File: src/rtl/mem_write_monitor.sv
// Store-bus checker for the multicycle ARM top: watches MemWrite/Adr/WriteData,
// latches a sticky PASS/FAIL verdict, counts stores and cycles, and times out a hung run.
module mem_write_monitor #(
  parameter logic [31:0] PASS_ADR  = 32'd100,
  parameter logic [31:0] PASS_DATA = 32'd7,
  parameter logic [31:0] ALLOW_ADR = 32'd96,
  parameter int unsigned TIMEOUT   = 1000,
  parameter int unsigned CNT_W     = 16
) (
  input  logic             clk,
  input  logic             reset,
  input  logic             MemWrite,
  input  logic [31:0]      Adr,
  input  logic [31:0]      WriteData,
  output logic             done,
  output logic             pass,
  output logic             fail,
  output logic [1:0]       fail_code,
  output logic [7:0]       store_count,
  output logic [CNT_W-1:0] cycle_count,
  output logic [31:0]      last_adr,
  output logic [31:0]      last_data
);

  localparam logic [1:0] S_IDLE = 2'd0;
  localparam logic [1:0] S_RUN  = 2'd1;
  localparam logic [1:0] S_PASS = 2'd2;
  localparam logic [1:0] S_FAIL = 2'd3;

  localparam logic [1:0] CODE_NONE    = 2'b00;
  localparam logic [1:0] CODE_ILLEGAL = 2'b01;
  localparam logic [1:0] CODE_BADDATA = 2'b10;
  localparam logic [1:0] CODE_TIMEOUT = 2'b11;

  localparam logic [CNT_W-1:0] TIMEOUT_LAST = CNT_W'(TIMEOUT - 1);

  logic [1:0]       state_q, state_d;
  logic             done_q, done_d;
  logic             pass_q, pass_d;
  logic             fail_q, fail_d;
  logic [1:0]       fail_code_q, fail_code_d;
  logic [7:0]       store_count_q, store_count_d;
  logic [CNT_W-1:0] cycle_count_q, cycle_count_d;
  logic [31:0]      last_adr_q, last_adr_d;
  logic [31:0]      last_data_q, last_data_d;

  always_comb begin
    state_d       = state_q;
    done_d        = done_q;
    pass_d        = pass_q;
    fail_d        = fail_q;
    fail_code_d   = fail_code_q;
    store_count_d = store_count_q;
    cycle_count_d = cycle_count_q;
    last_adr_d    = last_adr_q;
    last_data_d   = last_data_q;

    case (state_q)
      S_IDLE: state_d = S_RUN;
      S_RUN: begin
        if (MemWrite) begin
          if (store_count_q != 8'hFF) store_count_d = store_count_q + 8'd1;
          last_adr_d  = Adr;
          last_data_d = WriteData;
        end
        // Store verdicts take priority over the timeout; an ALLOW_ADR store is not a verdict.
        if (MemWrite && Adr == PASS_ADR) begin
          done_d = 1'b1;
          if (WriteData == PASS_DATA) begin
            state_d = S_PASS;
            pass_d  = 1'b1;
          end else begin
            state_d     = S_FAIL;
            fail_d      = 1'b1;
            fail_code_d = CODE_BADDATA;
          end
        end else if (MemWrite && Adr != ALLOW_ADR) begin
          state_d     = S_FAIL;
          done_d      = 1'b1;
          fail_d      = 1'b1;
          fail_code_d = CODE_ILLEGAL;
        end else if (cycle_count_q == TIMEOUT_LAST) begin
          state_d     = S_FAIL;
          done_d      = 1'b1;
          fail_d      = 1'b1;
          fail_code_d = CODE_TIMEOUT;
        end else if (cycle_count_q != {CNT_W{1'b1}}) begin
          // The counter holds the index of the current RUN cycle, so it freezes on the deciding one.
          cycle_count_d = cycle_count_q + 1'b1;
        end
      end
      default: ;
    endcase
  end

  always_ff @(posedge clk or posedge reset) begin
    if (reset) begin
      state_q       <= S_IDLE;
      done_q        <= 1'b0;
      pass_q        <= 1'b0;
      fail_q        <= 1'b0;
      fail_code_q   <= CODE_NONE;
      store_count_q <= 8'd0;
      cycle_count_q <= '0;
      last_adr_q    <= 32'd0;
      last_data_q   <= 32'd0;
    end else begin
      state_q       <= state_d;
      done_q        <= done_d;
      pass_q        <= pass_d;
      fail_q        <= fail_d;
      fail_code_q   <= fail_code_d;
      store_count_q <= store_count_d;
      cycle_count_q <= cycle_count_d;
      last_adr_q    <= last_adr_d;
      last_data_q   <= last_data_d;
    end
  end

  assign done        = done_q;
  assign pass        = pass_q;
  assign fail        = fail_q;
  assign fail_code   = fail_code_q;
  assign store_count = store_count_q;
  assign cycle_count = cycle_count_q;
  assign last_adr    = last_adr_q;
  assign last_data   = last_data_q;

endmodule
File: config.mk
export PLATFORM = sky130hd
export DESIGN_NAME = mem_write_monitor
export DESIGN_NICKNAME = d
export VERILOG_FILES = /design/src/rtl/mem_write_monitor.sv
export SDC_FILE = /design/constraint.sdc
export NUM_CORES = 1
export LEC_CHECK = 0
export ABC_AREA = 1
export BUFFER_PORTS_ARGS = -buffer_cell sky130_fd_sc_hd__buf_2
export CORE_MARGIN = 2
export CORE_UTILIZATION = 28
export CTS_BUF_LIST = sky130_fd_sc_hd__clkbuf_4
export CTS_CLUSTER_SIZE = 28
export DETAILED_ROUTE_END_ITERATION = 12
export MAX_ROUTING_LAYER = met4
export PLACE_DENSITY = 0.48
export SLEW_MARGIN = 20
export SYNTH_ARGS = -nofsm -noshare
export SYNTH_HDL_FRONTEND = slang
export SYNTH_SLANG_ARGS = --single-unit
export TNS_END_PERCENT = 10
File: constraint.sdc
create_clock -name clk -period 2.9 [get_ports clk]
set_input_delay 0.58 -clock clk [delete_from_list [all_inputs] [get_ports clk]]
set_output_delay 0.58 -clock clk [all_outputs]
set_load 0.05 [all_outputs]
==> reports/qor.txt <==
status = completed
Final WS setup = 0.990 ns
vias in the first global route = 3,832
combinational fraction of design power = 15.8%
Static Leakage = 3.19 nW
Crit Path Category = reg -> out
cell at the slowest stage of the critical path = dfrtp_1
EDFF count, synth = 0
Syn Area/Cell = 7.92 um2
Slew HR = 51.9%
slew at the pin closest to its max-slew limit = 0.721 ns
n_diodes = 0
worst hold slack = 0.206 ns
P&R area growth vs syn = 26.1%
Seq pwr share = 57.9%
Tcrit/Tclk final = 65.9%
Die ar. = 17,000 um2
Detailed Route Iter0 Violations = 155
row cnt = 46
max_cap viols = 0
Layout fillers = 1,687
die width = 130 um
hold-fix buffer count after cts = 0
Synth Register Bits = 95
Period minus WS final = 1.91 ns
WL final = 12,000 um
post-route ant nets = 0
CORE AREA = 15,700 um2
All-Layer GR Usage = 15.1%
Internal Power = 1.63 mW
Port Buffers = 159
power density over the cells = 427 nW/um2
Final Skew = 0.0104 ns
CTS clk-pin slew, worst paths = 0.16 ns
Placer Congestion = 0.813
CTS sink count = 95
initial antenna violation count = 0
# placed instances = 930
Largest delay share family, worst path = flip-flops
most frequent cells in the layout = nand2_1 (209), buf_2 (159), dfrtp_1 (95)
Min-Delay Path Class = in -> async
Setup crit end kind = output port
CP peak stage delay = 0.54 ns
largest net degree at the start of global routing = 47
global-route wire length before repair = 19,300 um
Startpoint Class = flip-flop
CP required = 2.32 ns
Post-Synthesis Cell Area = 4460 um2
initial core utilization = 28.4%
via count = 4,037
Primary FF master, synth = dfrtp_1
reg2reg end = cycle_count[6]
Final #Nets = 794
Synth async-reset ratio = 100%
H-tree Lvls = 3
final cell count without fillers = 946
dpl ws = 0.695 ns
WL per Instance = 12.7 um
worst r2r src = cycle_count[0]
setup bufs post-CTS = 0
Syn Nets = 633
switching share of power = 32.0%
Mapped Cells = 564
TritonCTS clock tree = done
Detailed Place HPWL = 9200 um
num ports = 160
NetSw = 0.771 mW
Cell variety after synth = 23
RSZ-0062 raised after global routing = false
Hold Violations, Final = 0
Die Ht = 130 um
reg2reg path depth = 8
vias per cell = 4.27
number of CTS-inserted buffers = 9
Seq/Total Area, Yosys = 53.3%
Bufs on Longest Clock Path = 2
Crit path arrival time = 1.33 ns
Root Buffer = clkbuf_4
Final Slew Violations = 0
Peak VDD IR = 152 uV
clock share of power = 26.3%
flop2flop setup slack = 1.01 ns
post-cts sizing count = 0
Sum Neg Setup Slack = 0 ns
Yosys Warn Count = 0
most common cell after layout, fill and taps aside = nand2_1
TritonRoute pass-1 iters = 4
critical path cell sequence = buf_2
Buf+Inv Stages, Crit Path = 1
GRT overflow = 0
Residual DRC = 0
latest clock arrival within the worst-skew pair = 0.47 ns
final setup vio count = 0
Max Fclk = 524 MHz
crit path max fanout = 6
ratio of cells with drive above 1 in the final layout = 26.3%
-- layout make-up --
class / count / area [um2] / share of cell area (%)
Clock buffer: 9 / 67.6 / 1.20
Clock inverter: 7 / 40.0 / 0.711
Inverter: 77 / 293 / 5.20
Multi-Input combinational cell: 377 / 1720 / 30.5
Sequential cell: 95 / 2380 / 42.2
Tap cell: 216 / 270 / 4.80
Timing Repair Buffer: 165 / 866 / 15.4
-- synthesized netlist by cell type (5+ instances only) --
| cell type | count | area, um2 |
|---|---|---|
| nand2_1 | 209 | 785 |
| dfrtp_1 | 95 | 2380 |
| inv_1 | 72 | 270 |
| nor2_1 | 47 | 176 |
| o21ai_0 | 41 | 205 |
| nand3_1 | 23 | 115 |
| nor3_1 | 11 | 55.1 |
| o21ai_1 | 11 | 55.1 |
| xor2_1 | 10 | 87.6 |
| xnor2_1 | 8 | 70.1 |
| buf_2 | 7 | 35.0 |
| nand4_1 | 7 | 43.8 |
| clkbuf_1 | 6 | 22.5 |
| inv_2 | 5 | 18.8 |
-- layer usage --
layer | GRT usage [%] | vias up | routed length [um]
li1 | - | 2059 | -
met1 | 19.7 | 1845 | 5720
met2 | 23.6 | 121 | 5430
met3 | 2.62 | 12 | 681
met4 | 5.57 | 0 | 180
met5 | - | - | 0
-- power groups by stage --
stage	Clock (mW)	Combinational, mW	Sequential, mW
2_1_floorplan	0	0.0846	1.58
3_3_place_gp	0	0.383	1.42
3_5_place_dp	0	0.386	1.42
4_1_cts	0.676	0.387	1.39
5_1_grt	0.731	0.416	1.40
6_report	0.632	0.380	1.39
-- through the flow --
step / area [um2] / power [mW] / utilization, %
final: 5630 / 2.41 / 35.8
after global routing: 5630 / 2.55 / 35.8
after CTS: 5630 / 2.46 / 35.8
after detailed placement: 5520 / 1.80 / 35.2
after global placement: 5520 / 1.80 / 35.2
after floorplan: 4470 / 1.67 / -
-- flip-flops by register name, indices dropped and copies added, names as in the netlist --
| signal | cells |
|---|---|
| pass | 1 |
| last_adr | 32 |
| fail_code | 2 |
| done | 1 |
| fail | 1 |
| store_count | 8 |
| last_data | 32 |
| cycle_count | 16 |
| state_q | 2 |
-- cell families (layout without fill, tap and decap cells) --
group,Yosys count,after routing,share of synthesized area [%]
AOI/OAI and AO/OA,52,52,5.83
adders and majority gates,2,2,0.560
buffers and inverters,92,258,8.27
DFF,95,95,53.3
xor gates and xnor gates,18,18,3.53
and+or+nand+nor,305,305,28.6
-- worst max-delay path by stage --
| stage | startpoint | to | cells after the start |
|---|---|---|---|
| global route | cycle_count[0] | cycle_count[10] | 8 |
| detailed placement | Adr[24] | cycle_count[8] | 12 |
| finish | cycle_count[3] | cycle_count[3] | 1 |
| global placement | Adr[24] | cycle_count[0] | 12 |
| CTS | cycle_count[2] | cycle_count[2] | 1 |
| floorplan | cycle_count[0] | cycle_count[0] | 9 |
-- worst register-to-register path, delay by kind of cell (launching register included) --
family,cells,cell delay [ns]
simple gates,6,0.86
flops,1,0.47
buf+inv,1,0.16
fa+ha+maj,1,0.32
No activity file was read; power rests on OpenSTA's default activity.
